[config.mk]
export PLATFORM = sky130hd
export DESIGN_NAME = inst_loader_flat
export DESIGN_NICKNAME = d
export VERILOG_FILES = /design/src/rtl/inst_loader_if.sv /design/src/rtl/inst_loader.sv /design/src/flat_wrapper.sv
export SDC_FILE = /design/constraint.sdc
export NUM_CORES = 1
export LEC_CHECK = 0
export CORE_ASPECT_RATIO = 0.75
export CORE_UTILIZATION = 30
export DETAILED_ROUTE_END_ITERATION = 16
export GPL_TIMING_DRIVEN = 0
export HOLD_SLACK_MARGIN = 0.03
export MAX_ROUTING_LAYER = met4
export PLACE_DENSITY = 0.52
export SETUP_SLACK_MARGIN = 0.1
export SYNTH_ARGS = -nofsm -noshare
export SYNTH_HDL_FRONTEND = slang
export SYNTH_SLANG_ARGS = --single-unit
[constraint.sdc]
create_clock -name clock -period 7.5 [get_ports clock]
set_input_delay 1.125 -clock clock [delete_from_list [all_inputs] [get_ports clock]]
set_output_delay 1.125 -clock clock [all_outputs]
set_load 0.01 [all_outputs]
[src/rtl/inst_loader_if.sv]
// -----------------------------------------------------------------------------
// inst_loader_if
// Bundles the host byte stream and the instruction-RAM write port of
// inst_loader.
//   rx_valid/rx_data     : one-cycle byte strobe from the UART receiver
//   wr_en/wr_addr/wr_data: one-cycle write strobe, byte address, 32-bit word
//   busy/done/error      : load status (done and error are sticky)
//   cpu_reset_n          : active-low core reset, released once the image is in
// Modports:
//   master : host/environment side (drives the byte stream, observes results)
//   slave  : loader side
// -----------------------------------------------------------------------------
interface inst_loader_if #(
    parameter int unsigned NADDR_BITS = 8
);
    logic                  rx_valid;
    logic [7:0]            rx_data;
    logic                  wr_en;
    logic [NADDR_BITS-1:0] wr_addr;
    logic [31:0]           wr_data;
    logic                  busy;
    logic                  done;
    logic                  error;
    logic                  cpu_reset_n;

    modport master (
        output rx_valid, rx_data,
        input  wr_en, wr_addr, wr_data, busy, done, error, cpu_reset_n
    );

    modport slave (
        input  rx_valid, rx_data,
        output wr_en, wr_addr, wr_data, busy, done, error, cpu_reset_n
    );
endinterface

[src/rtl/inst_loader.sv]
// -----------------------------------------------------------------------------
// inst_loader
// Boot-time instruction-memory writer. Consumes a byte stream
//   {N[7:0], N[15:8], word0 b0..b3, word1 b0..b3, ... [, checksum]}
// and writes word k as {b3,b2,b1,b0} to byte address 4*k. The core is kept in
// reset (cpu_reset_n = 0) until the whole image has been written.
//
// Ports:
//   clock   : rising-edge clock
//   reset_n : asynchronous active-low reset
//   bus     : inst_loader_if.slave (byte stream in, RAM write port and status out)
//
// Optional feature: define INST_LOADER_CHECKSUM_EN to require one trailer byte
// such that the 8-bit sum of every stream byte (length, data, trailer) is 0.
// -----------------------------------------------------------------------------
module inst_loader #(
    parameter int unsigned NADDR_BITS = 8
) (
    input logic       clock,
    input logic       reset_n,
    inst_loader_if.slave bus
);

    localparam int unsigned Depth = 1 << (NADDR_BITS - 2);
    localparam logic [16:0] DepthW = 17'(Depth);

`ifdef INST_LOADER_CHECKSUM_EN
    typedef enum logic [2:0] {
        StLen0, StLen1, StData, StCheck, StFinish, StDone, StError
    } state_e;
`else
    typedef enum logic [2:0] {
        StLen0, StLen1, StData, StFinish, StDone, StError
    } state_e;
`endif

    state_e                state_q;
    logic [7:0]            len_lo_q;
    logic [15:0]           count_q;
    logic [15:0]           word_q;
    logic [1:0]            byte_q;
    logic [23:0]           shift_q;
    logic                  wr_en_q;
    logic [NADDR_BITS-1:0] wr_addr_q;
    logic [31:0]           wr_data_q;
    logic                  busy_q;
    logic                  done_q;
    logic                  error_q;
    logic                  cpu_reset_n_q;

    logic [15:0] len_n;
    logic        last_word;

    assign len_n     = {bus.rx_data, len_lo_q};
    assign last_word = (word_q == (count_q - 16'd1));

`ifdef INST_LOADER_CHECKSUM_EN
    logic [7:0] sum_q;
    logic [7:0] sum_n;
    assign sum_n = sum_q + bus.rx_data;
`endif

    always_ff @(posedge clock or negedge reset_n) begin
        if (!reset_n) begin
            state_q       <= StLen0;
            len_lo_q      <= 8'h00;
            count_q       <= 16'h0000;
            word_q        <= 16'h0000;
            byte_q        <= 2'd0;
            shift_q       <= 24'h000000;
            wr_en_q       <= 1'b0;
            wr_addr_q     <= '0;
            wr_data_q     <= 32'h0000_0000;
            busy_q        <= 1'b0;
            done_q        <= 1'b0;
            error_q       <= 1'b0;
            cpu_reset_n_q <= 1'b0;
`ifdef INST_LOADER_CHECKSUM_EN
            sum_q         <= 8'h00;
`endif
        end else begin
            // Write strobe is a single-cycle pulse.
            wr_en_q <= 1'b0;
            case (state_q)
                StLen0: begin
                    if (bus.rx_valid) begin
                        len_lo_q <= bus.rx_data;
                        busy_q   <= 1'b1;
                        state_q  <= StLen1;
`ifdef INST_LOADER_CHECKSUM_EN
                        sum_q    <= sum_n;
`endif
                    end
                end
                StLen1: begin
                    if (bus.rx_valid) begin
                        count_q <= len_n;
                        word_q  <= 16'h0000;
                        byte_q  <= 2'd0;
`ifdef INST_LOADER_CHECKSUM_EN
                        sum_q   <= sum_n;
`endif
                        if (len_n == 16'h0000) begin
                            state_q <= StFinish;
                        end else if ({1'b0, len_n} > DepthW) begin
                            state_q <= StError;
                            error_q <= 1'b1;
                            busy_q  <= 1'b0;
                        end else begin
                            state_q <= StData;
                        end
                    end
                end
                StData: begin
                    if (bus.rx_valid) begin
                        // Bytes arrive LSB first; shift in from the top.
                        shift_q <= {bus.rx_data, shift_q[23:8]};
                        byte_q  <= byte_q + 2'd1;
`ifdef INST_LOADER_CHECKSUM_EN
                        sum_q   <= sum_n;
`endif
                        if (byte_q == 2'd3) begin
                            wr_en_q   <= 1'b1;
                            wr_addr_q <= {word_q[NADDR_BITS-3:0], 2'b00};
                            wr_data_q <= {bus.rx_data, shift_q};
                            word_q    <= word_q + 16'd1;
                            if (last_word) begin
`ifdef INST_LOADER_CHECKSUM_EN
                                state_q <= StCheck;
`else
                                state_q <= StFinish;
`endif
                            end
                        end
                    end
                end
`ifdef INST_LOADER_CHECKSUM_EN
                StCheck: begin
                    if (bus.rx_valid) begin
                        if (sum_n == 8'h00) begin
                            state_q <= StFinish;
                        end else begin
                            state_q <= StError;
                            error_q <= 1'b1;
                            busy_q  <= 1'b0;
                        end
                    end
                end
`endif
                StFinish: begin
                    state_q       <= StDone;
                    done_q        <= 1'b1;
                    cpu_reset_n_q <= 1'b1;
                    busy_q        <= 1'b0;
                end
                StDone: begin
                    state_q <= StDone;
                end
                StError: begin
                    state_q <= StError;
                end
                default: begin
                    state_q <= StError;
                    error_q <= 1'b1;
                    busy_q  <= 1'b0;
                end
            endcase
        end
    end

    assign bus.wr_en       = wr_en_q;
    assign bus.wr_addr     = wr_addr_q;
    assign bus.wr_data     = wr_data_q;
    assign bus.busy        = busy_q;
    assign bus.done        = done_q;
    assign bus.error       = error_q;
    assign bus.cpu_reset_n = cpu_reset_n_q;

endmodule
[src/flat_wrapper.sv]
// flat-port wrapper written by rule: the top's interface ports become plain ports
module inst_loader_flat 
#(
    parameter int unsigned NADDR_BITS = 8
)
  (clock, reset_n, bus_rx_valid, bus_rx_data, bus_wr_en, bus_wr_addr, bus_wr_data, bus_busy, bus_done, bus_error, bus_cpu_reset_n);
  inst_loader_if #(.NADDR_BITS(NADDR_BITS)) bus_i ();
  input logic clock;
  input logic reset_n;
  input wire logic [$bits(bus_i.rx_valid)-1:0] bus_rx_valid;
  input wire logic [$bits(bus_i.rx_data)-1:0] bus_rx_data;
  output wire logic [$bits(bus_i.wr_en)-1:0] bus_wr_en;
  output wire logic [$bits(bus_i.wr_addr)-1:0] bus_wr_addr;
  output wire logic [$bits(bus_i.wr_data)-1:0] bus_wr_data;
  output wire logic [$bits(bus_i.busy)-1:0] bus_busy;
  output wire logic [$bits(bus_i.done)-1:0] bus_done;
  output wire logic [$bits(bus_i.error)-1:0] bus_error;
  output wire logic [$bits(bus_i.cpu_reset_n)-1:0] bus_cpu_reset_n;
  assign bus_i.rx_valid = bus_rx_valid;
  assign bus_i.rx_data = bus_rx_data;
  assign bus_wr_en = bus_i.wr_en;
  assign bus_wr_addr = bus_i.wr_addr;
  assign bus_wr_data = bus_i.wr_data;
  assign bus_busy = bus_i.busy;
  assign bus_done = bus_i.done;
  assign bus_error = bus_i.error;
  assign bus_cpu_reset_n = bus_i.cpu_reset_n;
  inst_loader #(.NADDR_BITS(NADDR_BITS)) u_core (.clock(clock), .reset_n(reset_n), .bus(bus_i));
endmodule
==> Implementation_results.wiki, run 1 <==
{| class="wikitable"
! Metric !! Value
|-
| Outcome || completed
|-
| Number of iterations in the first detailed-routing pass || 4
|-
| Portion of total power attributed to sequential cells || between 50% and 60%
|-
| Die outline area || between 15,000 and 20,000 sq um
|-
| Data required time of the worst path || between 7 and 8 ns
|-
| CP max FO || 10
|-
| Placer congestion estimate || 0.801
|-
| Buffer levels on the longest clock path || 2
|-
| Switching component of the power || roughly 0.26 mW
|-
| Path class of the lowest-slack min-delay path || register to register
|-
| Number of instances in the synthesized netlist || about 430
|-
| Switching Fraction || a little under a quarter
|-
| Avg Synthesized Cell Area || approximately 12 sq um
|-
| Part of the total power dissipated in the clock network || 44.9%
|-
| Setup TNS || 0 ns
|-
| Internal power component || ~0.88 mW
|-
| Count of unique library cells instantiated by Yosys || a little over 50
|-
| Count of flip-flops with a built-in enable after synthesis || 0
|-
| Ant diodes || 0
|-
| Post-cts resize count || 0
|-
| Chip Height || between 100 and 150 um
|-
| Cell taking the most area after synthesis || sky130_fd_sc_hd__dfrtp_1
|-
| Final core utilization || a little under two fifths
|-
| Total Wirelength || ~12,000 um
|-
| Initial antenna violation count || 0
|-
| Number of H-tree levels || 3
|-
| Hold buffer count at cts || 0
|-
| Area contributors post-synth || sky130_fd_sc_hd__dfrtp_1 (55%), sky130_fd_sc_hd__mux2_2 (16%), sky130_fd_sc_hd__nand2_1 (4.6%)
|-
| Total congestion overflow || 0
|-
| Main synth FF type || sky130_fd_sc_hd__dfrtp_1
|-
| Max Cap Violations || 0
|-
| Avg Vias per Cell || roughly 4.8
|-
| Vias after detailed routing || around 3,400
|-
| Initial standard-cell utilization of the core || a little under a third
|-
| #FFs+latches synth || ~110
|-
| Hold_ws || a little under 0.5 ns
|-
| Mapped Area || between 5000 and 6000 sq um
|-
| Metal3 WL || 515 um
|-
| Residual antenna-violating net count after detailed routing || 0
|-
| Ratio of cells with drive above 1 in the final layout || 20.4%
|-
| Overall fraction of global-route tracks in use || 15.1%
|-
| Top layer used by detailed routing || met4
|-
| Post-route total power || between 1 and 1.5 mW
|-
| Metal2 WL || just under 5000 um
|-
| Final min period || approximately 3.5 ns
|-
| Area fraction of the dominant cell type after synthesis || 55.4%
|-
| Power Density || 186 nW/um^2
|-
| Synth async-reset ratio || 100%
|-
| Share of power burned in combinational logic || ~2.6%
|-
| Placement Setup Slack || ~3.6 ns
|-
| Area taken by multi-input logic gates || roughly 2100 sq um
|-
| Synth warnings || 0
|-
| Count of boundary I/O pins || 56
|-
| Width of the die || ~150 um
|-
| Proportion of synthesized chip area in sequential cells || between 50% and 60%
|-
| Global-route wire length before repair || 19,000 um
|-
| Largest net degree at the start of global routing || 61
|-
| Clock Pin Slew Worst Setup and Hold Paths || 0.07 ns
|-
| CTS tree || yes
|-
| Number of global-route vias before repair || ~3,400
|-
| Slew HR || 21.3%
|-
| Insertion delay to the later sink of the worst-skew pair || around 0.35 ns
|-
| HPWL after detailed placement || between 8000 and 9000 um
|-
| Largest vdd supply drop || 0.110 mV
|-
| Kind of end point of the critical path || register
|-
| Max frequency || approximately 280 MHz
|-
| Reg-to-reg setup timing slack || between 4 and 5 ns
|-
| Leak Pwr || 2.86 nW
|-
| Number of CTS-inserted buffers || 9
|-
| Number of rows in the core area || 40
|-
| Clk sinks || between 100 and 150
|-
| Routed length on met1 || ~6300 um
|-
| Final Hold Violating Endpoints || 0
|-
| Final max-slew violation count || 0
|-
| Category of the worst setup path launch point || input port
|-
| Post-Route Skew || around 0.016 ns
|-
| Starting DRC count in detailed routing || just under 200
|-
| Total of endpoints with negative setup slack in the final report || 0
|-
| Final layout net count || slightly above 500
|-
| DRC || 0
|-
| Type of the worst setup path || input port to register
|-
| Worst Path Arrival || roughly 3.8 ns
|-
| Clock tree root driver cell || sky130_fd_sc_hd__clkbuf_16
|-
| Core Area || between 15,000 and 20,000 sq um
|-
| Setup repair after global routing missed its margin || false
|-
| Post-CTS Repair Setup Buffers || 0
|-
| Post-route setup slack || slightly below 4 ns
|-
| Number of port buffers || 53
|-
| Layout filler cell count || 1,584
|-
| Area growth syn-to-layout || 23.0%
|-
| Register Area || about 2800 sq um
|-
| Tightest Pin Transition || about 1.2 ns
|-
| Detail-routed net length per standard cell || between 15 and 20 um
|-
| Period utilization || a little under half
|}
==> cells in the mapped netlist (6+ instances only) <==
| cell | n |
|---|---|
| sky130_fd_sc_hd__xnor2_1 | 12 |
| sky130_fd_sc_hd__nand2_1 | 61 |
| sky130_fd_sc_hd__nand4_1 | 6 |
| sky130_fd_sc_hd__nor2_1 | 27 |
| sky130_fd_sc_hd__dfrtp_1 | 111 |
| sky130_fd_sc_hd__mux2_2 | 72 |
| sky130_fd_sc_hd__nor3_1 | 7 |
| sky130_fd_sc_hd__nand3_1 | 10 |
| sky130_fd_sc_hd__nor4_1 | 8 |
| sky130_fd_sc_hd__inv_1 | 6 |
| sky130_fd_sc_hd__o21ai_0 | 12 |
| sky130_fd_sc_hd__xor2_1 | 20 |
| sky130_fd_sc_hd__a21oi_1 | 7 |
| sky130_fd_sc_hd__clkbuf_1 | 17 |
==> cells in the final DEF, fill, tap and decap left out, drive strengths merged, types with 4 or more instances in the layout <==
| cell | instances |
|---|---|
| dfrtp | 111 |
| mux2 | 72 |
| nand2 | 61 |
| clkdlybuf4s50 | 52 |
| nor2 | 27 |
| clkbuf | 26 |
| xor2 | 20 |
| xnor2 | 12 |
| o21ai | 12 |
| buf | 11 |
| nand3 | 10 |
| nor4 | 8 |
| inv | 8 |
| nor3 | 7 |
| a21oi | 7 |
| nand4 | 6 |
| nand2b | 4 |
| clkinv | 4 |
==> metal layers <==
layer / vias up / GRT usage [%]
met5: - / -
met4: 0 / 2.80
met3: 6 / 3.40
met2: 67 / 20.4
met1: 1727 / 23.0
li1: 1616 / -
==> flip-flops by register name, indices dropped and copies added, names as in the netlist <==
| register | cells |
|---|---|
| u_core.bus.busy | 1 |
| u_core.bus.wr_data | 32 |
| u_core.bus.wr_en | 1 |
| u_core.len_lo_q | 8 |
| u_core.count_q | 16 |
| u_core.byte_q | 2 |
| u_core.bus.error | 1 |
| u_core.shift_q | 24 |
| u_core.state_q | 3 |
| u_core.bus.wr_addr | 6 |
| u_core.word_q | 16 |
| u_core.bus.done | 1 |
==> logic make-up after synthesis <==
family                     synth area share (%)
xor gates and xnor gates                   5.59
other                                    0.0748
and+or+nand+nor                            14.1
adders and majority gates                 0.749
buffers and inverters                      3.12
DFF                                        55.4
AOI/OAI and AO/OA                          4.62
muxes                                      16.4
==> area by class of cell <==
type	instances	area share, %
repair buffers	54	9.01
flip-flops and latches	111	45.0
well taps	210	4.26
clock inverters	7	1.72
inverters	7	0.426
plain buffers	26	2.11
clock buffers	9	3.65
multi-input cells	291	33.8
==> final timing paths <==
| check | start | to | depth (start not counted) |
|---|---|---|---|
| min in group asynchronous | reset_n | u_core.word_q[12] | 1 |
| max reg2reg | u_core.count_q[6] | u_core.state_q[0] | 7 |
| min | u_core.bus.error | u_core.bus.error | 2 |
| min reg2reg | u_core.bus.error | u_core.bus.error | 2 |
| max | bus_rx_valid | u_core.shift_q[8] | 5 |
| max in group asynchronous | reset_n | u_core.count_q[0] | 2 |
==> critical path, stage by stage <==
cell                              delay, ns
sky130_fd_sc_hd__clkdlybuf4s50_1       0.59
sky130_fd_sc_hd__nor4bb_1              0.57
sky130_fd_sc_hd__clkbuf_1              0.56
sky130_fd_sc_hd__clkbuf_1              0.51
sky130_fd_sc_hd__mux2_2                0.39
==> stage by stage <==
step,instance area [sq um],cells
final,6170,715
after global routing,6170,715
after global placement,5810,698
after floorplan,5020,435
after detailed placement,5840,699
after CTS,6170,715
==> power by group through the flow <==
stage | registers, mW | clock network, mW | logic [mW]
2_1_floorplan | 0.613 | 0 | 0.00568
3_3_place_gp | 0.614 | 0 | 0.0284
3_5_place_dp | 0.614 | 0 | 0.0310
4_1_cts | 0.602 | 0.533 | 0.0311
5_1_grt | 0.602 | 0.554 | 0.0338
6_report | 0.602 | 0.514 | 0.0298
Note: power is estimated with default switching activity, not from simulation.
==> run 2: changes to the inputs <==
--- a/config.mk
+++ b/config.mk
@@ -11,7 +11,7 @@
 export GPL_TIMING_DRIVEN = 0
 export HOLD_SLACK_MARGIN = 0.03
 export MAX_ROUTING_LAYER = met4
-export PLACE_DENSITY = 0.52
+export PLACE_DENSITY = 0.54
 export SETUP_SLACK_MARGIN = 0.1
 export SYNTH_ARGS = -nofsm -noshare
 export SYNTH_HDL_FRONTEND = slang
==> constraint.sdc (replaced) <==
create_clock -name clock -period 2.9 [get_ports clock]
set_input_delay 0.435 -clock clock [delete_from_list [all_inputs] [get_ports clock]]
set_output_delay 0.435 -clock clock [all_outputs]
set_load 0.01 [all_outputs]
==> run 2 against run 1 <==
Clock skew decreased by 0.0053 ns. Critical path depth grew 4. Critical path type is now register to register. Global-route usage is 0.062 points lower. Setup slack got worse by 3.7 ns. Count of clock-buffer cells in the layout unchanged. Design area rose by 0.37%. Worst hold slack worse by 0.39 ns. Wire length decreased by 0.96%. Sequential power rose to 2.6 times the previous value. Utilization up 0.14 points. Clock power is 150% higher. Largest power group unchanged. Non-clock buffer count grew 1.
==> Implementation_results.wiki, run 2 (same netlist as run 1, synthesis figures left out) <==
{| class="wikitable"
! Metric !! Value
|-
| Buffer levels on the longest clock path || 2
|-
| Chip Height || 114 um
|-
| Number of rows in the core area || 40
|-
| Insertion delay to the later sink of the worst-skew pair || 0.35 ns
|-
| M3 GR Usage || under 10%
|-
| Global-route wire length before repair || roughly 19,000 um
|-
| Hold_ws || about 0.10 ns
|-
| Most common cell after layout, fill and taps aside || sky130_fd_sc_hd__dfrtp_1
|-
| Final Hold Violating Endpoints || 0
|-
| DRC || 0
|-
| Outcome || completed
|-
| Initial antenna violation count || 0
|-
| Vias after detailed routing || between 3,000 and 4,000
|-
| Worst flop-to-flop path startpoint || u_core.count_q[0]
|-
| CTS tree || yes
|-
| Flip-flop count of the largest register, all copies and words added || 32
|-
| Avg Vias per Cell || ~4.8
|-
| Residual antenna-violating net count after detailed routing || 0
|-
| Worst Path Arrival || between 2 and 3 ns
|-
| Placer congestion estimate || 0.800
|-
| Max Cap Violations || 0
|-
| Tightest Pin Transition || between 1 and 1.5 ns
|-
| Total congestion overflow || 0
|-
| Width of the die || around 150 um
|-
| Number of H-tree levels || 3
|-
| Ratio of cells with drive above 1 in the final layout || about 22%
|-
| Type of the worst setup path || register to register
|-
| Clock tree root driver cell || sky130_fd_sc_hd__clkbuf_16
|-
| Count of boundary I/O pins || 56
|-
| Met2 capacity usage during global routing || between 20% and 30%
|-
| Commonest cells after routing, fill and taps aside || sky130_fd_sc_hd__dfrtp_1 (111), sky130_fd_sc_hd__mux2_2 (72), sky130_fd_sc_hd__nand2_1 (61), sky130_fd_sc_hd__clkdlybuf4s50_1 (52), sky130_fd_sc_hd__nor2_1 (27)
|-
| Category of the worst setup path launch point || register
|-
| Starting DRC count in detailed routing || 188
|-
| Period utilization || between 90 and 100%
|-
| CP max FO || 7
|-
| CP peak stage delay || 0.43 ns
|-
| Path class of the lowest-slack min-delay path || input port to async pin
|-
| Number of port buffers || 53
|-
| Clk sinks || 111
|-
| Initial standard-cell utilization of the core || around 31%
|-
| Total Wirelength || 11,700 um
|-
| Die outline area || around 17,000 sq um
|-
| Leak Pwr || 2.87 nW
|-
| Kind of end point of the critical path || register
|-
| Number of global-route vias before repair || 3,559
|-
| Core Area || between 15,000 and 20,000 sq um
|-
| Total of endpoints with negative setup slack in the final report || 0
|-
| Crit path from || u_core.count_q[0]
|-
| Final layout net count || around 520
|-
| Global routing met1 resource utilization || a little over a fifth
|-
| Largest net degree at the start of global routing || 64
|-
| Final max-slew violation count || 0
|-
| Number of CTS-inserted buffers || 9
|-
| Ant diodes || 0
|-
| Overall fraction of global-route tracks in use || between 15 and 20%
|-
| HPWL after detailed placement || about 8400 um
|-
| Final min period || around 2.7 ns
|-
| Largest vdd supply drop || about 0.26 mV
|-
| Number of iterations in the first detailed-routing pass || 4
|-
| Max frequency || between 300 and 400 MHz
|-
| Power Density || roughly 470 nW/um^2
|-
| Clock Pin Slew Worst Setup and Hold Paths || approximately 0.08 ns
|-
| Data required time of the worst path || 3.16 ns
|-
| Setup repair after global routing missed its margin || false
|-
| Busiest layer in global routing || met1
|-
| Detail-routed net length per standard cell || about 16 um
|-
| Final core utilization || about two fifths
|-
| Worst path cell trace || inv_1, ha_2, or4b_1, clkbuf_2, nor3b_4, mux2_2, a31oi_1, o2111ai_2, o31ai_2
|-
| Area growth syn-to-layout || 23.5%
|-
| Slew HR || roughly 23%
|-
| Slowest-stage cell, CP || sky130_fd_sc_hd__or4b_1
|-
| Post-Route Skew || ~0.010 ns
|}
==> run 2: final timing paths <==
| check | slack [ns] | cells past startpoint | endpoint |
|---|---|---|---|
| setup reg to reg | 0.25 | 9 | u_core.state_q[0] |
| setup / recovery | 0.25 | 9 | u_core.state_q[0] |
| hold / removal | 0.10 | 1 | u_core.bus.wr_data[30] |
| max in group asynchronous | 2.07 | 2 | u_core.state_q[2] |
| min in group clock | 0.48 | 2 | u_core.bus.error |
| hold reg to reg | 0.48 | 2 | u_core.bus.error |
==> run 2: power by group <==
| part | leakage [nW] | switching, mW | internal, mW | total, mW |
|---|---|---|---|---|
| Combinational | 1.21 | 0.0493 | 0.0256 | 0.0749 |
| Sequential | 1.51 | 0.00492 | 1.55 | 1.56 |
| Clock | 0.150 | 0.638 | 0.622 | 1.26 |
==> run 2: area by class of cell <==
| cell class | count | area [sq um] |
|---|---|---|
| buffer | 26 | 134 |
| sequential | 111 | 2780 |
| multi-input combinational | 291 | 2120 |
| inverter | 7 | 26.3 |
| tap | 210 | 263 |
| clock buffer | 9 | 225 |
| fill | 1587 | 9970 |
| clock inverter | 7 | 83.8 |
| timing repair buffer | 55 | 563 |
==> run 2: per-stage QoR <==
stage / total power, mW / setup TNS [ns] / worst slack, ns / area, sq um / std cells
2_1_floorplan: 1.60 / 0 / 0.459 / 5020 / 435
3_3_place_gp: 1.66 / -331.23 / -2.92 / 5810 / 698
3_5_place_dp: 1.67 / -8.04 / -0.236 / 5840 / 699
4_1_cts: 2.94 / 0 / 0.120 / 6150 / 715
5_1_grt: 3.01 / 0 / 0.107 / 6190 / 716
6_report: 2.89 / 0 / 0.249 / 6190 / 716
==> run 2: routing by layer <==
metal / share of wire [%] / vias to the layer above
li1: - / 1626
met1: 48 / 1733
met2: 43 / 97
met3: 7.1 / 13
met4: 1.3 / 0
met5: 0 / -
==> run 2: what timing repair did <==
action,CTS,global route
resized for setup,1,10
buffers inserted,0,1
setup endpoints to repair,1,49
hold buffers,0,0
pin swaps,0,1
endpoints found under the hold margin,0,0
==> run 2: worst max-delay path: cells and delay by family (launching register included) <==
kind | cells | cell delay (ns)
AOI/OAI and AO/OA | 3 | 0.61
adders and majority gates | 1 | 0.21
buffers and inverters | 2 | 0.28
DFF | 1 | 0.42
muxes | 1 | 0.37
and+or+nand+nor | 2 | 0.68
